$ cat config.mk
export PLATFORM = sky130hd
export DESIGN_NAME = id_issue_unit
export DESIGN_NICKNAME = d
export VERILOG_FILES = /design/src/rtl/id_issue_pkg.sv /design/src/rtl/id_scoreboard.sv /design/src/rtl/id_issue_unit.sv
export SDC_FILE = /design/constraint.sdc
export NUM_CORES = 1
export LEC_CHECK = 0
export BUFFER_PORTS_ARGS = -buffer_cell sky130_fd_sc_hd__buf_2
export CAP_MARGIN = 10
export CORE_AREA = 2 2 213 215
export CTS_CLUSTER_DIAMETER = 40
export DETAILED_ROUTE_END_ITERATION = 8
export DIE_AREA = 0 0 215 217
export MAX_ROUTING_LAYER = met4
export SYNTH_ARGS = -nofsm -noshare
export SYNTH_HDL_FRONTEND = slang
export SYNTH_SLANG_ARGS = --single-unit
$ cat constraint.sdc
create_clock -name clk -period 7.8 [get_ports clk]
set_input_delay 0.39 -clock clk [delete_from_list [all_inputs] [get_ports clk]]
set_output_delay 0.39 -clock clk [all_outputs]
set_load 0.05 [all_outputs]
$ cat src/rtl/id_issue_pkg.sv
// Shared constants and helpers for the decode/issue slice: register
// address width, scoreboard geometry and default datapath widths.
package id_issue_pkg;

    localparam int REG_AW      = 5;
    localparam int NREG        = 32;
    localparam int XLEN_DEF    = 32;
    localparam int PW_DEF      = 128;
    localparam int CNT_W_DEF   = 2;
    localparam int NSRC_DEF    = 2;
    localparam int NSTAGE_DEF  = 3;

    // Bypass port field widths (one dest tag and one data word per stage)
    localparam int BYP_DEST_W  = REG_AW;
    localparam int BYP_DATA_W  = XLEN_DEF;

    // A source port participates in hazard checks only when used and not r0
    function automatic logic src_active(input logic en, input logic [REG_AW-1:0] addr);
        return en && (addr != 5'd0);
    endfunction

    // Isolate the lowest set bit: lowest index wins, i.e. the youngest stage
    function automatic logic [NSTAGE_DEF-1:0] first_hit(input logic [NSTAGE_DEF-1:0] hit);
        return hit & (~hit + 3'd1);
    endfunction

endpackage

$ cat src/rtl/id_scoreboard.sv
// Per-register pending-writeback counters for long-latency producers.
// Increments on issue of a long op, decrements on retire; a retire that
// finds its counter already at zero latches a sticky error flag.
module id_scoreboard
    import id_issue_pkg::*;
#(
    parameter int CNT_W = CNT_W_DEF,
    parameter int NLOOK = NSRC_DEF + 1
) (
    input  logic                    clk,
    input  logic                    resetn,
    input  logic                    inc_en,
    input  logic [REG_AW-1:0]       inc_addr,
    input  logic                    dec_en,
    input  logic [REG_AW-1:0]       dec_addr,
    input  logic [NLOOK*REG_AW-1:0] look_addr,
    output logic [NLOOK*CNT_W-1:0]  look_cnt,
    output logic                    err
);

    localparam logic [CNT_W-1:0] CNT_ZERO = {CNT_W{1'b0}};
    localparam logic [CNT_W-1:0] CNT_MAX  = {CNT_W{1'b1}};
    localparam logic [CNT_W-1:0] CNT_ONE  = {{(CNT_W-1){1'b0}}, 1'b1};

    logic [CNT_W-1:0] cnt_r     [NREG];
    logic [CNT_W-1:0] cnt_nxt_s [NREG];
    logic [NREG-1:0]  inc_hit_s;
    logic [NREG-1:0]  dec_hit_s;
    logic             err_r;
    logic             err_nxt_s;
    logic             underflow_s;

    for (genvar i = 0; i < NREG; i++) begin : g_hit
        assign inc_hit_s[i] = inc_en && (inc_addr == REG_AW'(i));
        assign dec_hit_s[i] = dec_en && (dec_addr == REG_AW'(i));
    end

    for (genvar k = 0; k < NLOOK; k++) begin : g_look
        assign look_cnt[k*CNT_W +: CNT_W] = cnt_r[look_addr[k*REG_AW +: REG_AW]];
    end

    // Retire with nothing pending; a matching same-cycle issue cancels it out
    assign underflow_s = dec_en
                      && !(inc_en && (inc_addr == dec_addr))
                      && (cnt_r[dec_addr] == CNT_ZERO);

    // Next counter values: inc and dec on one register cancel, both saturate
    always_comb begin
        for (int i = 0; i < NREG; i++) begin
            cnt_nxt_s[i] = cnt_r[i];
            if (inc_hit_s[i] && !dec_hit_s[i] && (cnt_r[i] != CNT_MAX)) begin
                cnt_nxt_s[i] = cnt_r[i] + CNT_ONE;
            end else if (dec_hit_s[i] && !inc_hit_s[i] && (cnt_r[i] != CNT_ZERO)) begin
                cnt_nxt_s[i] = cnt_r[i] - CNT_ONE;
            end else begin
                cnt_nxt_s[i] = cnt_r[i];
            end
        end
        err_nxt_s = err_r | underflow_s;
    end

    // Counter and sticky error registers with synchronous reset
    always_ff @(posedge clk) begin
        if (!resetn) begin
            for (int i = 0; i < NREG; i++) begin
                cnt_r[i] <= CNT_ZERO;
            end
            err_r <= 1'b0;
        end else begin
            for (int i = 0; i < NREG; i++) begin
                cnt_r[i] <= cnt_nxt_s[i];
            end
            err_r <= err_nxt_s;
        end
    end

    assign err = err_r;

endmodule

$ cat src/rtl/id_issue_unit.sv
// Decode/issue stage: one-entry holding register, operand resolution from
// bypass stages or the register file, and hazard detection against the
// bypass network and the long-latency scoreboard.
module id_issue_unit
    import id_issue_pkg::*;
#(
    parameter int NSRC   = NSRC_DEF,
    parameter int NSTAGE = NSTAGE_DEF,
    parameter int XLEN   = XLEN_DEF,
    parameter int PW     = PW_DEF,
    parameter int CNT_W  = CNT_W_DEF
) (
    input  logic                     clk,
    input  logic                     resetn,
    input  logic                     in_valid,
    output logic                     in_ready,
    input  logic [PW-1:0]            in_payload,
    input  logic [NSRC*REG_AW-1:0]   in_src_addr,
    input  logic [NSRC-1:0]          in_src_en,
    input  logic [REG_AW-1:0]        in_dest,
    input  logic                     in_dest_en,
    input  logic                     in_long,
    output logic                     out_valid,
    input  logic                     out_ready,
    output logic [PW-1:0]            out_payload,
    output logic [NSRC*XLEN-1:0]     out_src_data,
    output logic [NSRC*REG_AW-1:0]   rf_raddr,
    input  logic [NSRC*XLEN-1:0]     rf_rdata,
    input  logic [NSTAGE-1:0]        byp_valid,
    input  logic [NSTAGE*REG_AW-1:0] byp_dest,
    input  logic [NSTAGE-1:0]        byp_rdy,
    input  logic [NSTAGE*XLEN-1:0]   byp_data,
    input  logic                     ret_valid,
    input  logic [REG_AW-1:0]        ret_dest,
    input  logic                     flush,
    output logic                     sb_err
);

    localparam int NLOOK = NSRC + 1;
    localparam logic [CNT_W-1:0] CNT_ZERO = {CNT_W{1'b0}};
    localparam logic [CNT_W-1:0] CNT_MAX  = {CNT_W{1'b1}};

    // Holding register
    logic                   held_valid_r;
    logic [PW-1:0]          held_payload_r;
    logic [NSRC*REG_AW-1:0] held_src_r;
    logic [NSRC-1:0]        held_src_en_r;
    logic [REG_AW-1:0]      held_dest_r;
    logic                   held_dest_en_r;
    logic                   held_long_r;

    // Operand resolution and hazard terms
    logic [NSTAGE-1:0]      hit_s       [NSRC];
    logic [NSTAGE-1:0]      first_s     [NSRC];
    logic [NSRC-1:0]        found_s;
    logic [NSRC-1:0]        match_rdy_s;
    logic [XLEN-1:0]        match_data_s[NSRC];
    logic [NSRC-1:0]        port_haz_s;
    logic [NSRC*XLEN-1:0]   src_data_s;
    logic                   sat_haz_s;
    logic                   hazard_s;
    logic                   fire_s;
    logic                   capture_s;
    logic                   sb_inc_s;
    logic                   sb_dec_s;
    logic [NLOOK*REG_AW-1:0] look_addr_s;
    logic [NLOOK*CNT_W-1:0]  look_cnt_s;
    logic [CNT_W-1:0]        dest_cnt_s;

    // Scoreboard lookups: all source ports plus the held destination
    assign look_addr_s = {held_dest_r, held_src_r};
    assign dest_cnt_s  = look_cnt_s[NSRC*CNT_W +: CNT_W];

    // Per-port bypass match, youngest stage first, then hazard and operand
    always_comb begin
        src_data_s = {(NSRC*XLEN){1'b0}};
        port_haz_s = {NSRC{1'b0}};
        for (int p = 0; p < NSRC; p++) begin
            for (int s = 0; s < NSTAGE; s++) begin
                hit_s[p][s] = byp_valid[s]
                           && (byp_dest[s*REG_AW +: REG_AW] == held_src_r[p*REG_AW +: REG_AW]);
            end
            first_s[p]      = first_hit(hit_s[p]);
            found_s[p]      = |hit_s[p];
            match_rdy_s[p]  = |(first_s[p] & byp_rdy);
            match_data_s[p] = {XLEN{1'b0}};
            for (int s = 0; s < NSTAGE; s++) begin
                match_data_s[p] = match_data_s[p]
                               | ({XLEN{first_s[p][s]}} & byp_data[s*XLEN +: XLEN]);
            end
            port_haz_s[p] = src_active(held_src_en_r[p], held_src_r[p*REG_AW +: REG_AW])
                         && ((found_s[p] && !match_rdy_s[p])
                             || (look_cnt_s[p*CNT_W +: CNT_W] != CNT_ZERO));
            src_data_s[p*XLEN +: XLEN] =
                (held_src_r[p*REG_AW +: REG_AW] == 5'd0) ? {XLEN{1'b0}} :
                found_s[p]                               ? match_data_s[p] :
                                                           rf_rdata[p*XLEN +: XLEN];
        end
    end

    // A fourth outstanding long write to one register would wrap its counter
    assign sat_haz_s = held_dest_en_r && (held_dest_r != 5'd0) && held_long_r
                    && (dest_cnt_s == CNT_MAX);

    assign hazard_s  = (|port_haz_s) || sat_haz_s;
    assign out_valid = held_valid_r && !hazard_s;
    assign fire_s    = out_valid && out_ready;
    assign in_ready  = !held_valid_r || fire_s;
    assign capture_s = in_valid && in_ready && !flush;

    assign sb_inc_s  = fire_s && held_dest_en_r && held_long_r && (held_dest_r != 5'd0);
    assign sb_dec_s  = ret_valid && (ret_dest != 5'd0);

    assign out_payload  = held_payload_r;
    assign out_src_data = src_data_s;
    assign rf_raddr     = held_src_r;

    // Holding register: flush wins over capture, capture refills after fire
    always_ff @(posedge clk) begin
        if (!resetn) begin
            held_valid_r   <= 1'b0;
            held_payload_r <= {PW{1'b0}};
            held_src_r     <= {(NSRC*REG_AW){1'b0}};
            held_src_en_r  <= {NSRC{1'b0}};
            held_dest_r    <= 5'd0;
            held_dest_en_r <= 1'b0;
            held_long_r    <= 1'b0;
        end else if (flush) begin
            held_valid_r   <= 1'b0;
        end else if (capture_s) begin
            held_valid_r   <= 1'b1;
            held_payload_r <= in_payload;
            held_src_r     <= in_src_addr;
            held_src_en_r  <= in_src_en;
            held_dest_r    <= in_dest;
            held_dest_en_r <= in_dest_en;
            held_long_r    <= in_long;
        end else if (fire_s) begin
            held_valid_r   <= 1'b0;
        end else begin
            held_valid_r   <= held_valid_r;
        end
    end

    id_scoreboard #(
        .CNT_W (CNT_W),
        .NLOOK (NLOOK)
    ) u_scoreboard (
        .clk       (clk),
        .resetn    (resetn),
        .inc_en    (sb_inc_s),
        .inc_addr  (held_dest_r),
        .dec_en    (sb_dec_s),
        .dec_addr  (ret_dest),
        .look_addr (look_addr_s),
        .look_cnt  (look_cnt_s),
        .err       (sb_err)
    );

endmodule

==> results_dict.tcl, run 1 <==
set metrics [dict create \
    outcome "aborted with a tool error" \
    lastStage "5_2_route" \
    firstError "[ERROR DRT-0255] Maze Route cannot find path of net byp_data[36] in worker of routeBox ( 193200 96600 ) ( 215000 144900 )." \
    ys_ff_latch 228 \
    synth_area_um2 13600 \
    grt_use_total_pct 23.4 \
    yosysUniqueCellTypes 66 \
    ctsLongestPathBuffers 3 \
    gp_congestion 0.982 \
    cts-resized-gates 0 \
    async_flop_share_pct 0 \
    ctsHoldBuffers 0 \
    post_cts_buffers 0 \
    synth_area_leaders "dfxtp_1 34%, mux2i_1 11%, nand2_1 10%" \
    grt_first_pass_wirelength_um 84100 \
    first_global_vias 14500 \
    synth_top_area_cell "dfxtp_1" \
    hpwl_um 41700 \
    clock_sinks 228 \
    numPortBuffers 543 \
    synth_enable_flop_cells 0 \
    start_util_pct 30.5 \
    ys_seq_area_share_pct 33.5 \
    cts_root_buf "clkbuf_16" \
    numCtsBuffers 35 \
    synth_cells 1722 \
    grt_overflow 0 \
    synth_ff_type "dfxtp_1" \
    dp.cells 2730 \
    avgSynthCellArea_um2 7.91 \
    grt_max_degree 118 \
    synth_top_area_share_pct 33.5 \
    io_pins 544 \
    fp.dieH_um 217 \
    synthesis.nets 2061 \
    place_ws_ps 3630 \
    grt_antenna_before_repair 20 \
    h-tree-depth 2 \
    ys_warn_count 0 \
    fp.dieW_um 215 \
    rows 78 \
]
==> per-stage QoR <==
step	util, %	cell area (um2)
after global routing	39.8	17800
after CTS	39.7	17700
after detailed placement	37.0	16500
after global placement	37.0	16500
after floorplan	-	13600
==> Yosys cell counts (all sizes together), types with 3 or more instances <==
cell / n
nand2: 378
dfxtp: 228
mux2i: 148
clkbuf: 109
a21oi: 108
nor2: 77
o21ai: 71
nor3: 64
o221ai: 64
o22ai: 64
nand3: 54
or4: 44
buf: 42
mux4: 22
xor2: 22
nand4: 20
nand2b: 19
nand3b: 18
o211ai: 18
a31oi: 14
inv: 13
nor4: 13
or3b: 12
a211oi: 11
xnor2: 10
nor2b: 9
or2: 7
nor3b: 5
a211o: 4
and3: 4
mux2: 4
o2111ai: 4
o21a: 4
o311ai: 4
or3: 4
nand4b: 3
nor4b: 3
o31a: 3
o41ai: 3
==> per-layer routing <==
layer / GRT usage [%]
met1: 26.3
met2: 40.2
met3: 5.94
met4: 8.80
met5: -
==> cells by family after synthesis <==
logic type	synth area share [%]
compound gates	18.5
xor+xnor	2.06
buf+inv	5.58
flops	33.5
mux	14.9
simple gates	25.4
==> run 2: changes to the inputs <==
--- a/config.mk
+++ b/config.mk
@@ -7,11 +7,10 @@
 export LEC_CHECK = 0
 export BUFFER_PORTS_ARGS = -buffer_cell sky130_fd_sc_hd__buf_2
 export CAP_MARGIN = 10
-export CORE_AREA = 2 2 213 215
-export CTS_CLUSTER_DIAMETER = 40
+export CORE_MARGIN = 2
+export CORE_UTILIZATION = 20
 export DETAILED_ROUTE_END_ITERATION = 8
-export DIE_AREA = 0 0 215 217
-export MAX_ROUTING_LAYER = met4
+export PLACE_DENSITY_LB_ADDON = 0.15
 export SYNTH_ARGS = -nofsm -noshare
 export SYNTH_HDL_FRONTEND = slang
 export SYNTH_SLANG_ARGS = --single-unit
==> run 2 against run 1 <==
  * The run now ends clean
  * Synthesized cell count is the same
  * Global-route usage shrank 7.5 points
  * Area after synthesis is the same
==> results_dict.tcl, run 2 <==
set metrics [dict create \
    min_period_ps 4760 \
    layout_common_cells "542 x buf_2, 378 x nand2_1, 228 x dfxtp_1, 148 x mux2i_1, 108 x a21oi_1" \
    maxCapViolCount 0 \
    outcome "completed" \
    relSlewSlack_pct 40.1 \
    fin_hold_ws_ps 53.0 \
    setup_viol 0 \
    wirelength_um 59500 \
    fmax_mhz 210 \
    die_area_um2 70200 \
    crit_top_cell "buf_4" \
    cts_tree "yes" \
    core_um2 67300 \
    stdcell_area_um2 17900 \
    synth_ff_type "dfxtp_1" \
    io_pins 544 \
    drtAntennaViolNets 0 \
    critPathSlowestCell "o211ai_2" \
    grt_overflow 0 \
    vias_per_cell 4.92 \
    max_stage_delay_ps 630 \
    numCtsBuffers 29 \
    synthesis.nets 2061 \
    drc 0 \
    synth_most_common_cell "nand2_1" \
    grt_max_degree 96 \
    fin_crit_sh_pct 61.0 \
    drive_above_1_share_pct 29.8 \
    cp_data_required_time_ps 8300 \
    synth_top_area_cell "dfxtp_1" \
    finalNetCount 2504 \
    grt_first_pass_wirelength_um 88000 \
    synth_area_leaders "dfxtp_1 34%, mux2i_1 11%, nand2_1 10%" \
    post_cts_buffers 0 \
    ys_warn_count 0 \
    numPortBuffers 543 \
    start_kind "register" \
    rows 95 \
    hold_path_class "in -> reg" \
    crit_chain "or4_4 > o211ai_2 > a311oi_1 > nand4_1 > o2111a_2 > nand2_1 > o21ai_2 > nor3b_4 > buf_4 > buf_4 > mux2i_1" \
    synth_enable_flop_cells 0 \
    ctsHoldBuffers 0 \
    peakVddDrop_v 0.000167 \
    synth_common_cells "378 x nand2_1, 228 x dfxtp_1, 148 x mux2i_1" \
    synth_cells 1722 \
    hpwl_um 44700 \
    h-tree-depth 1 \
    tns_ps 0 \
    critPathMaxFanout 35 \
    via_count 15100 \
    cts-resized-gates 0 \
    final_common_cell "buf_2" \
    synth_area_um2 13600 \
    dr.pass1.iters 6 \
    crit_type "reg -> reg" \
    totalPowerFinal_uw 3370 \
    synth_top_area_share_pct 33.5 \
    end_kind "register" \
    worst_pin_slew_ps 898 \
    cellPowerDensity_nw_per_um2 189 \
    fp.dieH_um 265 \
    largest_register_ff_count 128 \
    clk_pin_slew_ps 60 \
    avgSynthCellArea_um2 7.91 \
    power_leakage_uw 0.00710 \
    first_global_vias 14500 \
    fp.dieW_um 265 \
    drv_slew 0 \
    ys_ff_latch 228 \
    ctsLongestPathBuffers 3 \
    clock_sinks 228 \
    gp_congestion 0.845 \
    rsz0062_at_grt "false" \
    finalHoldViolCount 0 \
    finClkSkew_ps 18.6 \
    ys_seq_area_share_pct 33.5 \
    async_flop_share_pct 0 \
    start_util_pct 20.2 \
    area_growth_pct 31.3 \
    cts_root_buf "clkbuf_16" \
    cp.arrival_ps 5260 \
    grt_use_total_pct 15.9 \
    yosysUniqueCellTypes 66 \
    insertion_delay_ps 580 \
    post_drt_wl_per_cell_um 19.4 \
    grt_antenna_before_repair 19 \
    drt_iter0_markers 845 \
    placed_area_um2 16900 \
    finalCoreUtilization_pct 26.6 \
]
-- run 2: cell counts after synthesis --
Identical to the previous run, type by type.
-- run 2: final timing paths --
path	start	end	slack (ps)	depth (start not counted)
worst max-delay path	held_dest_r[0]$_SDFFE_PN0N_	out_payload[92]$_SDFFE_PN0N_	3040	11
worst min register to register	u_scoreboard.err$_SDFF_PN0_	u_scoreboard.err$_SDFF_PN0_	450	2
worst min-delay path	in_payload[88]	out_payload[88]$_SDFFE_PN0N_	50	3
worst max register to register	held_dest_r[0]$_SDFFE_PN0N_	out_payload[92]$_SDFFE_PN0N_	3040	11
-- run 2: cell type report --
| type | instances | area (um2) |
|---|---|---|
| Tap cell | 873 | 1090 |
| Multi-Input combinational cell | 1330 | 8310 |
| Timing Repair Buffer | 563 | 2890 |
| Inverter | 13 | 48.8 |
| Sequential cell | 228 | 4560 |
| Fill cell | 7470 | 49400 |
| Antenna cell | 8 | 20.0 |
| Clock inverter | 9 | 98.8 |
| Clock buffer | 43 | 858 |
-- run 2: where the power goes --
group	internal, uW	switching (uW)
Combinational	219	543
Clock	795	568
Sequential	1210	40.4
Total	2220	1150
-- run 2: worst max-delay path, delay by kind of cell, from the launching register on --
family	cells	cell delay (ps)
AO/OA/AOI/OAI	4	1510
buffers and inverters	2	1040
flip-flops	1	440
multiplexers	1	230
AND/OR/NAND/NOR	4	1410
-- run 2: logic make-up after synthesis --
logic type / Yosys count / synth area share (%)
simple gates: 734 / 25.4
compound gates: 390 / 18.5
flops: 228 / 33.5
mux: 174 / 14.9
buf+inv: 164 / 5.58
xor+xnor: 32 / 2.06
-- run 2: metal layers --
layer | vias up | share of wire [%] | global-route usage (%)
met5 | - | 0.24 | 0
met4 | 22 | 2.0 | 4.23
met3 | 83 | 8.2 | 4.42
met2 | 607 | 48 | 27.4
met1 | 7167 | 42 | 19.4
li1 | 7215 | - | -
-- run 2: stage by stage --
step                std cells  setup WS, ps
floorplan                1722          4420
global placement         3007          3190
detailed placement       3007          3070
CTS                      3059          3030
global route             3066          2740
finish                   3067          3040
Power figures use the tool's default switching activity.
